<file path="src/rtl/imem_loader.sv">
// Boot-time loader: parses framed byte stream into 20-bit words and writes the instruction
// memory, holding the core in reset until a frame with a good checksum completes.
module imem_loader #(
   parameter int unsigned ADDR_W = 13,
   parameter int unsigned DATA_W = 20,
   parameter logic [7:0]  SYNC   = 8'hA5
) (
   input  logic              clk,
   input  logic              rst,
   input  logic              in_vld,
   input  logic [7:0]        in_byte,
   output logic              in_rdy,
   output logic              im_we,
   output logic [ADDR_W-1:0] im_addr,
   output logic [DATA_W-1:0] im_wdata,
   output logic              cpu_hold,
   output logic              load_done,
   output logic              load_err,
   output logic [ADDR_W:0]   words_written
);

   localparam int unsigned HiBits = ADDR_W - 8;
   localparam logic [15:0] MaxCnt = 16'(1 << ADDR_W);

   typedef enum logic [2:0] {StIdle, StHdr, StData, StCsum, StDone, StErr} state_t;

   state_t              state_q, state_d;
   logic [1:0]          hdr_idx_q, hdr_idx_d;
   logic [1:0]          byte_idx_q, byte_idx_d;
   logic [7:0]          b0_q, b0_d, b1_q, b1_d;
   logic [7:0]          csum_q, csum_d;
   logic [7:0]          cnt_lo_q, cnt_lo_d;
   logic [ADDR_W-1:0]   addr_q, addr_d;
   logic [ADDR_W:0]     cnt_q, cnt_d;
   logic [ADDR_W:0]     ww_q, ww_d, ww_inc;
   logic [15:0]         cnt_full;
   logic                xfer;

   logic                in_rdy_q, in_rdy_d;
   logic                im_we_q, im_we_d;
   logic [ADDR_W-1:0]   im_addr_q, im_addr_d;
   logic [DATA_W-1:0]   im_wdata_q, im_wdata_d;
   logic                cpu_hold_q, cpu_hold_d;
   logic                load_done_q, load_done_d;
   logic                load_err_q, load_err_d;

   always_comb begin
      state_d     = state_q;
      hdr_idx_d   = hdr_idx_q;
      byte_idx_d  = byte_idx_q;
      b0_d        = b0_q;
      b1_d        = b1_q;
      csum_d      = csum_q;
      cnt_lo_d    = cnt_lo_q;
      addr_d      = addr_q;
      cnt_d       = cnt_q;
      ww_d        = ww_q;
      in_rdy_d    = 1'b1;
      im_we_d     = 1'b0;
      im_addr_d   = im_addr_q;
      im_wdata_d  = im_wdata_q;
      cpu_hold_d  = cpu_hold_q;
      load_done_d = load_done_q;
      load_err_d  = load_err_q;
      xfer        = in_vld & in_rdy_q;
      ww_inc      = ww_q + 1'b1;
      cnt_full    = {in_byte, cnt_lo_q};

      unique case (state_q)
         StHdr: begin
            if (xfer) begin
               csum_d    = csum_q + in_byte;
               hdr_idx_d = hdr_idx_q + 2'd1;
               unique case (hdr_idx_q)
                  2'd0: addr_d[7:0] = in_byte;
                  2'd1: begin
                     addr_d[ADDR_W-1:8] = in_byte[HiBits-1:0];
                     if (in_byte[7:HiBits] != '0) begin
                        state_d    = StErr;
                        load_err_d = 1'b1;
                     end
                  end
                  2'd2: cnt_lo_d = in_byte;
                  default: begin
                     if (cnt_full == 16'd0 || cnt_full > MaxCnt) begin
                        state_d    = StErr;
                        load_err_d = 1'b1;
                     end else begin
                        cnt_d      = cnt_full[ADDR_W:0];
                        byte_idx_d = 2'd0;
                        state_d    = StData;
                     end
                  end
               endcase
            end
         end
         StData: begin
            if (xfer) begin
               csum_d = csum_q + in_byte;
               unique case (byte_idx_q)
                  2'd0: begin
                     b0_d       = in_byte;
                     byte_idx_d = 2'd1;
                  end
                  2'd1: begin
                     b1_d       = in_byte;
                     byte_idx_d = 2'd2;
                  end
                  default: begin
                     // Write goes out next cycle; in_rdy drops for that cycle only.
                     byte_idx_d = 2'd0;
                     im_we_d    = 1'b1;
                     in_rdy_d   = 1'b0;
                     im_addr_d  = addr_q;
                     im_wdata_d = {in_byte[3:0], b1_q, b0_q};
                     addr_d     = addr_q + 1'b1;
                     ww_d       = ww_inc;
                     if (ww_inc == cnt_q) state_d = StCsum;
                  end
               endcase
            end
         end
         StCsum: begin
            if (xfer) begin
               if (in_byte == csum_q) begin
                  state_d     = StDone;
                  load_done_d = 1'b1;
                  cpu_hold_d  = 1'b0;
               end else begin
                  state_d    = StErr;
                  load_err_d = 1'b1;
               end
            end
         end
         default: begin
            // Idle, Done and Err all hunt for SYNC and drop everything else.
            if (xfer && in_byte == SYNC) begin
               state_d     = StHdr;
               hdr_idx_d   = 2'd0;
               byte_idx_d  = 2'd0;
               csum_d      = 8'd0;
               ww_d        = '0;
               load_done_d = 1'b0;
               load_err_d  = 1'b0;
               cpu_hold_d  = 1'b1;
            end
         end
      endcase
   end

   always_ff @(posedge clk or posedge rst) begin
      if (rst) begin
         state_q     <= StIdle;
         hdr_idx_q   <= 2'd0;
         byte_idx_q  <= 2'd0;
         b0_q        <= 8'd0;
         b1_q        <= 8'd0;
         csum_q      <= 8'd0;
         cnt_lo_q    <= 8'd0;
         addr_q      <= '0;
         cnt_q       <= '0;
         ww_q        <= '0;
         in_rdy_q    <= 1'b1;
         im_we_q     <= 1'b0;
         im_addr_q   <= '0;
         im_wdata_q  <= '0;
         cpu_hold_q  <= 1'b0;
         load_done_q <= 1'b0;
         load_err_q  <= 1'b0;
      end else begin
         state_q     <= state_d;
         hdr_idx_q   <= hdr_idx_d;
         byte_idx_q  <= byte_idx_d;
         b0_q        <= b0_d;
         b1_q        <= b1_d;
         csum_q      <= csum_d;
         cnt_lo_q    <= cnt_lo_d;
         addr_q      <= addr_d;
         cnt_q       <= cnt_d;
         ww_q        <= ww_d;
         in_rdy_q    <= in_rdy_d;
         im_we_q     <= im_we_d;
         im_addr_q   <= im_addr_d;
         im_wdata_q  <= im_wdata_d;
         cpu_hold_q  <= cpu_hold_d;
         load_done_q <= load_done_d;
         load_err_q  <= load_err_d;
      end
   end

   assign in_rdy        = in_rdy_q;
   assign im_we         = im_we_q;
   assign im_addr       = im_addr_q;
   assign im_wdata      = im_wdata_q;
   assign cpu_hold      = cpu_hold_q;
   assign load_done     = load_done_q;
   assign load_err      = load_err_q;
   assign words_written = ww_q;

endmodule

</file>
<file path="config.mk">
export PLATFORM = sky130hd
export DESIGN_NAME = imem_loader
export DESIGN_NICKNAME = d
export VERILOG_FILES = /design/src/rtl/imem_loader.sv
export SDC_FILE = /design/constraint.sdc
export NUM_CORES = 1
export LEC_CHECK = 0
export BUFFER_PORTS_ARGS = -buffer_cell sky130_fd_sc_hd__clkbuf_2
export CAP_MARGIN = 5
export CORE_AREA = 5 5 117 119
export CTS_CLUSTER_DIAMETER = 200
export DETAILED_ROUTE_END_ITERATION = 12
export DIE_AREA = 0 0 122 124
export GPL_TIMING_DRIVEN = 1
export HOLD_SLACK_MARGIN = 0.12
export PLACE_DENSITY = 0.63
export REMOVE_ABC_BUFFERS = 1
export SYNTH_ARGS = -nofsm -noshare
export SYNTH_HDL_FRONTEND = slang
export SYNTH_SLANG_ARGS = --single-unit
</file>
<file path="constraint.sdc">
create_clock -name clk -period 7 [get_ports clk]
set_clock_uncertainty 0.05 [all_clocks]
set_input_delay 1.4 -clock clk [delete_from_list [all_inputs] [get_ports clk]]
set_output_delay 1.4 -clock clk [all_outputs]
set_load 0.005 [all_outputs]
</file>
==> results.json, run 1 <==
{
  "top_layer": "met4",
  "ios": 63,
  "drc": 0,
  "cts_max_level": 4,
  "critPathTopFamily": "compound AO/OA/AOI/OAI gates",
  "syn_area_per_cell_um2": 9.69,
  "synthArstFlopShare_pct": 100,
  "ys_seq_area_share_pct": 50.5,
  "vias": 4674,
  "ys_warn_count": 0,
  "cp.buffers_inverters": 2,
  "pre_cts_slack_ns": 3.31,
  "post-route-period-util_pct": 46.6,
  "crit_fanout": 42,
  "cts_root_buf": "clkbuf_16",
  "fillers": 1122,
  "synth_top_family_by_area": "simple AND/OR/NAND/NOR gates",
  "cts_tree": "yes",
  "final_util_pct": 55.8,
  "min_period_ns": 3.26,
  "peakVddDrop_v": 0.000260,
  "hp-class": "flop to flop",
  "ys_types": 59,
  "clock_latency_ns": 0.41,
  "synth.ff_latch_count": 118,
  "rrSetupSlack_ns": 3.87,
  "drive_gt1_share_pct": 20.6,
  "grt_pass1_vias": 4536,
  "wl_per_cell_um": 16.8,
  "min_to": "im_wdata[7]",
  "seqCellArea_mm2": 0.00295,
  "r2r_end": "words_written[8]",
  "crit_path_cell_trace": "clkbuf_2 -> nand2_1 -> a21oi_2 -> nand2_2 -> inv_2 -> and2_1 -> o21ai_0 -> o31ai_1",
  "core_mm2": 0.0125,
  "synth_edf_count": 0,
  "hold_violations": 0,
  "grt_pass1_wl_mm": 23.4,
  "tightest_slew_ns": 0.823,
  "path_class": "primary input to flop",
  "grt_use_total_pct": 20.1,
  "hold_path_depth": 2,
  "cap_violations": 0,
  "cts_resized": 0,
  "p_per_area_mw_per_mm2": 333,
  "worst-path-stages": 8,
  "vias_per_cell": 5.51,
  "die_height_um": 124,
  "status": "completed",
  "synthSimpleGateAreaFrac_pct": 19.2,
  "cts.path.max_buffers": 2,
  "r2r-start": "state_q[1]",
  "die-area_mm2": 0.0151,
  "p_leak_uw": 0.00343,
  "dp_hpwl_mm": 9.40,
  "muxShareOfSynthArea_pct": 6.84,
  "numCtsBuffers": 17,
  "drtAntennaViolNets": 0,
  "syn-cell-area_mm2": 0.00585,
  "crit_arrival_ns": 3.52,
  "start_util_pct": 47.0,
  "fp-row-count": 41,
  "crit_slowest_cell": "a21oi_2",
  "final_nets": 688,
  "first_iter_violations": 453,
  "grt_max_degree": 68,
  "port_buffers": 62,
  "syn_to_final_growth_pct": 18.8,
  "final_cells": 848,
  "worstRegToRegCells": 9,
  "critPathRequiredTime_ns": 7.26,
  "drt-pass1-iter-count": 5,
  "wl_met1_mm": 6.39,
  "rsz0062_at_grt": "no",
  "synth_xor_area_share_pct": 4.62,
  "synth_ff_type": "dfrtp_1",
  "finalSetupTns_ns": 0,
  "fmax_ghz": 0.307,
  "synthCells": 604,
  "n_antenna_cell": 0,
  "max_stage_delay_ns": 0.64,
  "endpoint_kind": "flop",
  "synthAdderAreaFrac_pct": 3.12,
  "max_slew_margin_pct": 45.2,
  "power_uw": 2320,
  "dp.cells": 816,
  "fin_ws_ns": 3.74,
  "crit_path_start_kind": "primary input",
  "min_from": "b0_q[7]",
  "antenna_found_initial": 0,
  "globalRoute.totalOverflow": 0,
  "place_congestion": 0.885,
  "finalSetupViolCount": 0,
  "clkSinkCount": 118,
  "crit_start": "in_vld",
  "die_x_um": 122,
  "wl_mm": 14.2,
  "drv_slew": 0,
  "synth_compound_area_share_pct": 12.7,
  "postCtsHoldBufs": 0,
  "routed-wl-met2_mm": 6.77,
  "multi_input_area_mm2": 0.00273,
  "clk_pin_slew_ns": 0.05,
  "wl_met3_um": 791,
  "cts_setup_buffers": 0
}
## final cells by class
type / count / share of cell area [%]
well taps: 172 / 3.10
inverters: 17 / 0.954
clock buffers: 21 / 6.62
flip-flops and latches: 118 / 42.5
multi-input cells: 444 / 39.2
repair buffers: 65 / 4.79
clock inverters: 11 / 2.83
## metrics by stage
step                      cell area (um2)  hold WS (ns)
after floorplan                      5740         0.383
after global placement               6300         0.398
after detailed placement             6300         0.399
after CTS                            6950         0.415
after global routing                 6950         0.446
final                                6950         0.414
## layout by cell type (no fill, tap or decap), types with 8 or more instances in the layout
cell type  count
o21ai_0       55
inv_1         15
nand2_1      151
nand3_1       10
xnor2_1       16
xor2_1        13
o22ai_1        8
nor2_1        25
mux2_2        28
dfrtp_1      117
ha_1          13
clkbuf_2      62
a21oi_1       30
nor4_1         8
clkbuf_16     17
## logic make-up after synthesis
| logic type | after synthesis |
|---|---|
| AND/OR/NAND/NOR | 238 |
| AO/OA/AOI/OAI | 126 |
| flip-flops | 118 |
| buffers and inverters | 42 |
| multiplexers | 36 |
| XOR/XNOR | 30 |
| adder cells (fa/ha/maj) | 14 |
## Yosys cell counts, drive strengths merged (11+ instances only)
| library cell | n | share of area, % |
|---|---|---|
| nand2 | 152 | 9.7 |
| dfrtp | 117 | 50 |
| o21ai | 55 | 4.7 |
| mux2 | 32 | 6.2 |
| a21oi | 31 | 2.7 |
| nor2 | 26 | 1.7 |
| inv | 17 | 1.1 |
| xnor2 | 17 | 2.7 |
| buf | 13 | 1.2 |
| ha | 13 | 2.8 |
| xor2 | 13 | 1.9 |
| clkbuf | 12 | 0.77 |
| nand3 | 11 | 1.2 |
## layer usage
layer  GRT usage, %  up-vias
met5              0        -
li1               -     2219
met2           31.3      144
met3           4.68       21
met1           27.0     2290
met4           9.17        0
## where the power goes
part	internal, uW	switching (uW)
clock	652	309
sequential	814	131
combinational	186	225
## worst max-delay path by stage
stage,endpoint,slack [ns]
2_1_floorplan,words_written[8],2.26
3_3_place_gp,words_written[8],3.38
3_5_place_dp,words_written[8],3.31
4_1_cts,words_written[8],3.75
5_1_grt,words_written[8],3.53
6_report,words_written[8],3.74
## flip-flops by register name (all words and copies together) (netlist names), 3 cells and up
register,count
state_q,3
words_written,14
b0_q,8
im_addr,13
im_wdata,20
cnt_q,14
csum_q,8
addr_q,13
cnt_lo_q,8
b1_q,8
## worst register-to-register path: stages, from the launching register on
cell	delay [ns]
dfrtp_1	0.57
nor3b_2	0.25
buf_4	0.33
nand2_1	0.15
a21oi_2	0.59
nand2_2	0.13
inv_2	0.58
and2_1	0.23
o21ai_0	0.07
o31ai_1	0.09
Power figures use the tool's default switching activity.
==> run 2: changes to the inputs <==
PLACE_DENSITY = 0.66   (was 0.63)
clock period = 2.99 ns   (was 7 ns; I/O delays follow)
==> run 2 against run 1 <==
Setup slack lost 3.2 ns. Clock power grew 100%. Power rose by 120%. Die area is the same. Final area about the same. Largest cell class unchanged.
==> results.json, run 2 (same netlist as run 1, synthesis figures left out) <==
{
  "status": "completed",
  "drv_slew": 0,
  "drtAntennaViolNets": 0,
  "p_leak_uw": 0.00344,
  "drc": 0,
  "cts_setup_buffers": 0,
  "globalRoute.totalOverflow": 0,
  "drt-pass1-iter-count": 5,
  "peakVddDrop_v": 0.000368,
  "cts_root_buf": "clkbuf_16",
  "final_cell_mix": "nand2_1, dfrtp_1, clkbuf_2",
  "finalSetupViolCount": 0,
  "rsz0062_at_grt": "no",
  "postCtsHoldBufs": 1,
  "final_nets": 695,
  "core_mm2": 0.0125,
  "place_area_mm2": 0.00635,
  "path_class": "flop to flop",
  "antenna_found_initial": 0,
  "start_util_pct": 47.0,
  "n_antenna_cell": 0,
  "endpoint_kind": "flop",
  "first_iter_violations": 403,
  "tightest_slew_ns": 0.653,
  "hp-class": "flop to flop",
  "rrSetupSlack_ns": 0.49,
  "cap_violations": 0,
  "cts.path.max_buffers": 2,
  "design_area_mm2": 0.00695,
  "ios": 63,
  "fp-row-count": 41,
  "numCtsBuffers": 17,
  "final_common_cell": "nand2_1",
  "critPathRequiredTime_ns": 3.29,
  "p_per_area_mw_per_mm2": 741,
  "grt_use_total_pct": 20.3,
  "syn_to_final_growth_pct": 18.7,
  "largest_register_ff_count": 20,
  "clkSinkCount": 118,
  "grt_max_degree": 70,
  "max_slew_margin_pct": 56.1,
  "vias": 4703,
  "drive_gt1_share_pct": 21.2,
  "fmax_ghz": 0.400,
  "grt_pass1_wl_mm": 23.8,
  "grt_pass1_vias": 4684,
  "port_buffers": 62,
  "hold_violations": 0,
  "clk_pin_slew_ns": 0.05,
  "wl_per_cell_um": 16.8,
  "die_height_um": 124,
  "vias_per_cell": 5.50,
  "min_period_ns": 2.50,
  "place_congestion": 0.909,
  "dp_hpwl_mm": 9.81,
  "crit_path_start_kind": "flop",
  "crit_fanout": 8,
  "die-area_mm2": 0.0151,
  "crit_arrival_ns": 2.80,
  "cts_resized": 0,
  "cts_max_level": 4,
  "clock_latency_ns": 0.42,
  "cts_tree": "yes",
  "final_util_pct": 55.7,
  "die_x_um": 122,
  "post-route-period-util_pct": 83.5,
  "wl_mm": 14.3
}
==> run 2: through the flow <==
stage                     instances  hold WS, ns  setup TNS [ns]  setup slack, ns  power, uW
after floorplan                 579        0.383         -168.32            -1.75       2870
after detailed placement        822        0.406               0            0.459       3180
final                           855        0.418               0            0.493       5150
after global placement          822        0.396               0            0.482       3150
after CTS                       855        0.420               0            0.467       5180
after global routing            855        0.443               0            0.296       5440
==> run 2: where the power goes <==
| group | switching [uW] | total [uW] | leakage, uW | internal, uW |
|---|---|---|---|---|
| clock | 699 | 1970 | 0.000281 | 1270 |
| sequential | 317 | 2220 | 0.00158 | 1910 |
| combinational | 514 | 957 | 0.00158 | 443 |
| total | 1530 | 5150 | 0.00344 | 3620 |
==> run 2: worst paths after layout <==
| path | start | end | cells past startpoint |
|---|---|---|---|
| worst max-delay path | words_written[0] | state_q[0] | 8 |
| worst min-delay path | b0_q[3] | im_wdata[3] | 2 |
| worst max register to register | words_written[0] | state_q[0] | 8 |
| worst min register to register | b0_q[3] | im_wdata[3] | 2 |
| max in group asynchronous | rst | addr_q[12] | 4 |
| min in group asynchronous | rst | cpu_hold | 3 |
==> run 2: layout make-up <==
type	instances	area [um2]
Fill cell	1094	5520
Sequential cell	118	2950
Multi-Input combinational cell	444	2730
Clock buffer	25	515
Timing Repair Buffer	72	400
Tap cell	172	215
Clock inverter	7	67.6
Inverter	17	66.3
==> run 2: worst max-delay path, stage by stage (launching register included) <==
cell,delay (ns)
dfrtp_1,0.51
ha_1,0.33
nand3_1,0.22
or3_1,0.43
xnor2_1,0.15
nor4_1,0.23
nand4_1,0.15
o21bai_1,0.20
a31o_1,0.16
==> run 2: layer usage <==
layer	vias up	wire length, um	GRT usage (%)
met5	-	0	0
met4	0	328	8.89
met3	28	762	5.45
met2	143	6820	32.0
met1	2317	6440	26.4
li1	2215	-	-
==> run 3: changes to the inputs <==
PLACE_DENSITY = 0.63   (was 0.66)
clock period = 2.4 ns   (was 2.99 ns; I/O delays follow)
==> run 3 against run 2 <==
Via count fell by 0.32%. Highest routed layer unchanged. Sequential share of layout area is 1.6 points lower. First-iteration DRC count increased by 1.2%. Flip-flop and latch count stayed put.
==> results.json, run 3 (same netlist as run 1, synthesis figures left out) <==
{
  "die_height_um": 124,
  "first_iter_violations": 408,
  "routed-wl-met2_mm": 6.81,
  "status": "completed",
  "rrSetupSlack_ns": 0.19,
  "crit_fanout": 6,
  "grt_pass1_vias": 4705,
  "grt_pass1_wl_mm": 24.1,
  "crit_arrival_ns": 2.46,
  "core_mm2": 0.0125,
  "min_period_ns": 2.21,
  "p_leak_uw": 0.00360,
  "dp_hpwl_mm": 10.3,
  "drive_gt1_share_pct": 24.3,
  "drv_slew": 0,
  "final_common_cell": "nand2_1",
  "hold_violations": 0,
  "top_layer": "met4",
  "final_util_pct": 57.9,
  "p_per_area_mw_per_mm2": 932,
  "wl_met1_mm": 6.66,
  "cts.path.max_buffers": 2,
  "largest_register_ff_count": 20,
  "numCtsBuffers": 17,
  "max_stage_delay_ns": 0.44,
  "wl_mm": 14.5,
  "grt_max_degree": 46,
  "crit_path_start_kind": "flop",
  "tightest_slew_ns": 0.453,
  "path_class": "flop to flop",
  "final_nets": 721,
  "hp-class": "primary input to flop",
  "clock_latency_ns": 0.42,
  "cap_violations": 0,
  "finalSetupViolCount": 0,
  "final_cell_mix": "nand2_1, dfrtp_1, clkbuf_2",
  "seqCellArea_mm2": 0.00295,
  "fp-row-count": 41,
  "hold_ws_ns": 0.372,
  "syn_to_final_growth_pct": 23.2,
  "n_antenna_cell": 0,
  "post-route-period-util_pct": 91.9,
  "fillers": 1141,
  "crit_slowest_cell": "dfrtp_1",
  "rsz0062_at_grt": "no",
  "peakVddDrop_v": 0.000504,
  "vias": 4688,
  "place_congestion": 0.865,
  "drc": 0,
  "wl_met3_um": 810,
  "wl_per_cell_um": 16.5,
  "cts_root_buf": "clkbuf_16",
  "drt-pass1-iter-count": 5,
  "port_buffers": 62,
  "ios": 63,
  "endpoint_kind": "flop",
  "cts_tree": "yes",
  "die-area_mm2": 0.0151,
  "clk_pin_slew_ns": 0.06,
  "globalRoute.totalOverflow": 0,
  "critPathRequiredTime_ns": 2.66,
  "start_util_pct": 47.0,
  "crit_path_cell_trace": "ha_1 -> a311oi_1 -> nor2_1 -> nor2_1 -> a2bb2oi_1 -> a21oi_1 -> a31o_1",
  "vias_per_cell": 5.32,
  "max_slew_margin_pct": 69.8,
  "die_x_um": 122,
  "clkSinkCount": 118,
  "grt_use_total_pct": 20.6,
  "critPathMostFrequentCell": "nor2_1",
  "antenna_found_initial": 0,
  "fmax_ghz": 0.453,
  "multi_input_area_mm2": 0.00274,
  "drtAntennaViolNets": 0,
  "cts_max_level": 4
}
run 3: cell types whose count changed in the layout (fill, tap and decap cells not counted), sizes merged:
cell,change
buf,+26
clkbuf,-4
bufinv,+3
clkinv,-1
clkinvlp,+1
inv,+1
run 3: worst max-delay path: cells and delay by family, from the launching register on:
kind	cells	cell delay, ns
AO/OA/AOI/OAI	4	1.06
adder cells (fa/ha/maj)	1	0.31
flip-flops	1	0.44
AND/OR/NAND/NOR	2	0.23
run 3: final timing paths:
path,startpoint,endpoint,cells after the start
min reg2reg,b1_q[3],im_wdata[11],2
max reg2reg,hdr_idx_q[0],state_q[0],7
max in group asynchronous,rst,im_wdata[12],4
min in group asynchronous,rst,im_wdata[10],3
min,in_byte[2],cnt_lo_q[2],2
max,hdr_idx_q[0],state_q[0],7
run 3: layout make-up:
| type | instances | area share, % |
|---|---|---|
| clock buffers | 21 | 6.38 |
| inverters | 17 | 0.919 |
| repair buffers | 98 | 8.43 |
| multi-input cells | 444 | 37.9 |
| flip-flops and latches | 118 | 41.0 |
| clock inverters | 11 | 2.39 |
| well taps | 172 | 2.98 |
run 3: layer usage:
| metal | global-route usage [%] | vias to the layer above |
|---|---|---|
| li1 | - | 2285 |
| met1 | 28.3 | 2259 |
| met2 | 32.1 | 124 |
| met3 | 5.50 | 20 |
| met4 | 6.51 | 0 |
| met5 | 0 | - |
run 3: timing repair:
action	in CTS	in global routing
hold endpoints to repair	28	0
buffers inserted	0	0
hold buffers	1	0
setup endpoints to repair	0	1
gates resized for setup	0	2
run 3: metrics by stage:
| step | total power, uW | worst slack, ns | area, um2 | setup TNS [ns] | instances |
|---|---|---|---|---|---|
| 2_1_floorplan | 3580 | -2.34 | 5740 | -265.78 | 579 |
| 3_3_place_gp | 3970 | 0.0925 | 6560 | 0 | 848 |
| 3_5_place_dp | 4020 | 0.0147 | 6560 | 0 | 848 |
| 5_1_grt | 7060 | 0.0241 | 7210 | 0 | 881 |
| 6_report | 6720 | 0.195 | 7210 | 0 | 881 |
| 4_1_cts | 6750 | 0.133 | 7200 | 0 | 881 |
run 3: report_power, final:
| group | internal (uW) | switching (uW) | leakage [uW] |
|---|---|---|---|
| Clock | 1790 | 921 | 0.000296 |
| Sequential | 2370 | 383 | 0.00158 |
| Combinational | 585 | 662 | 0.00172 |
| Total | 4750 | 1970 | 0.00360 |
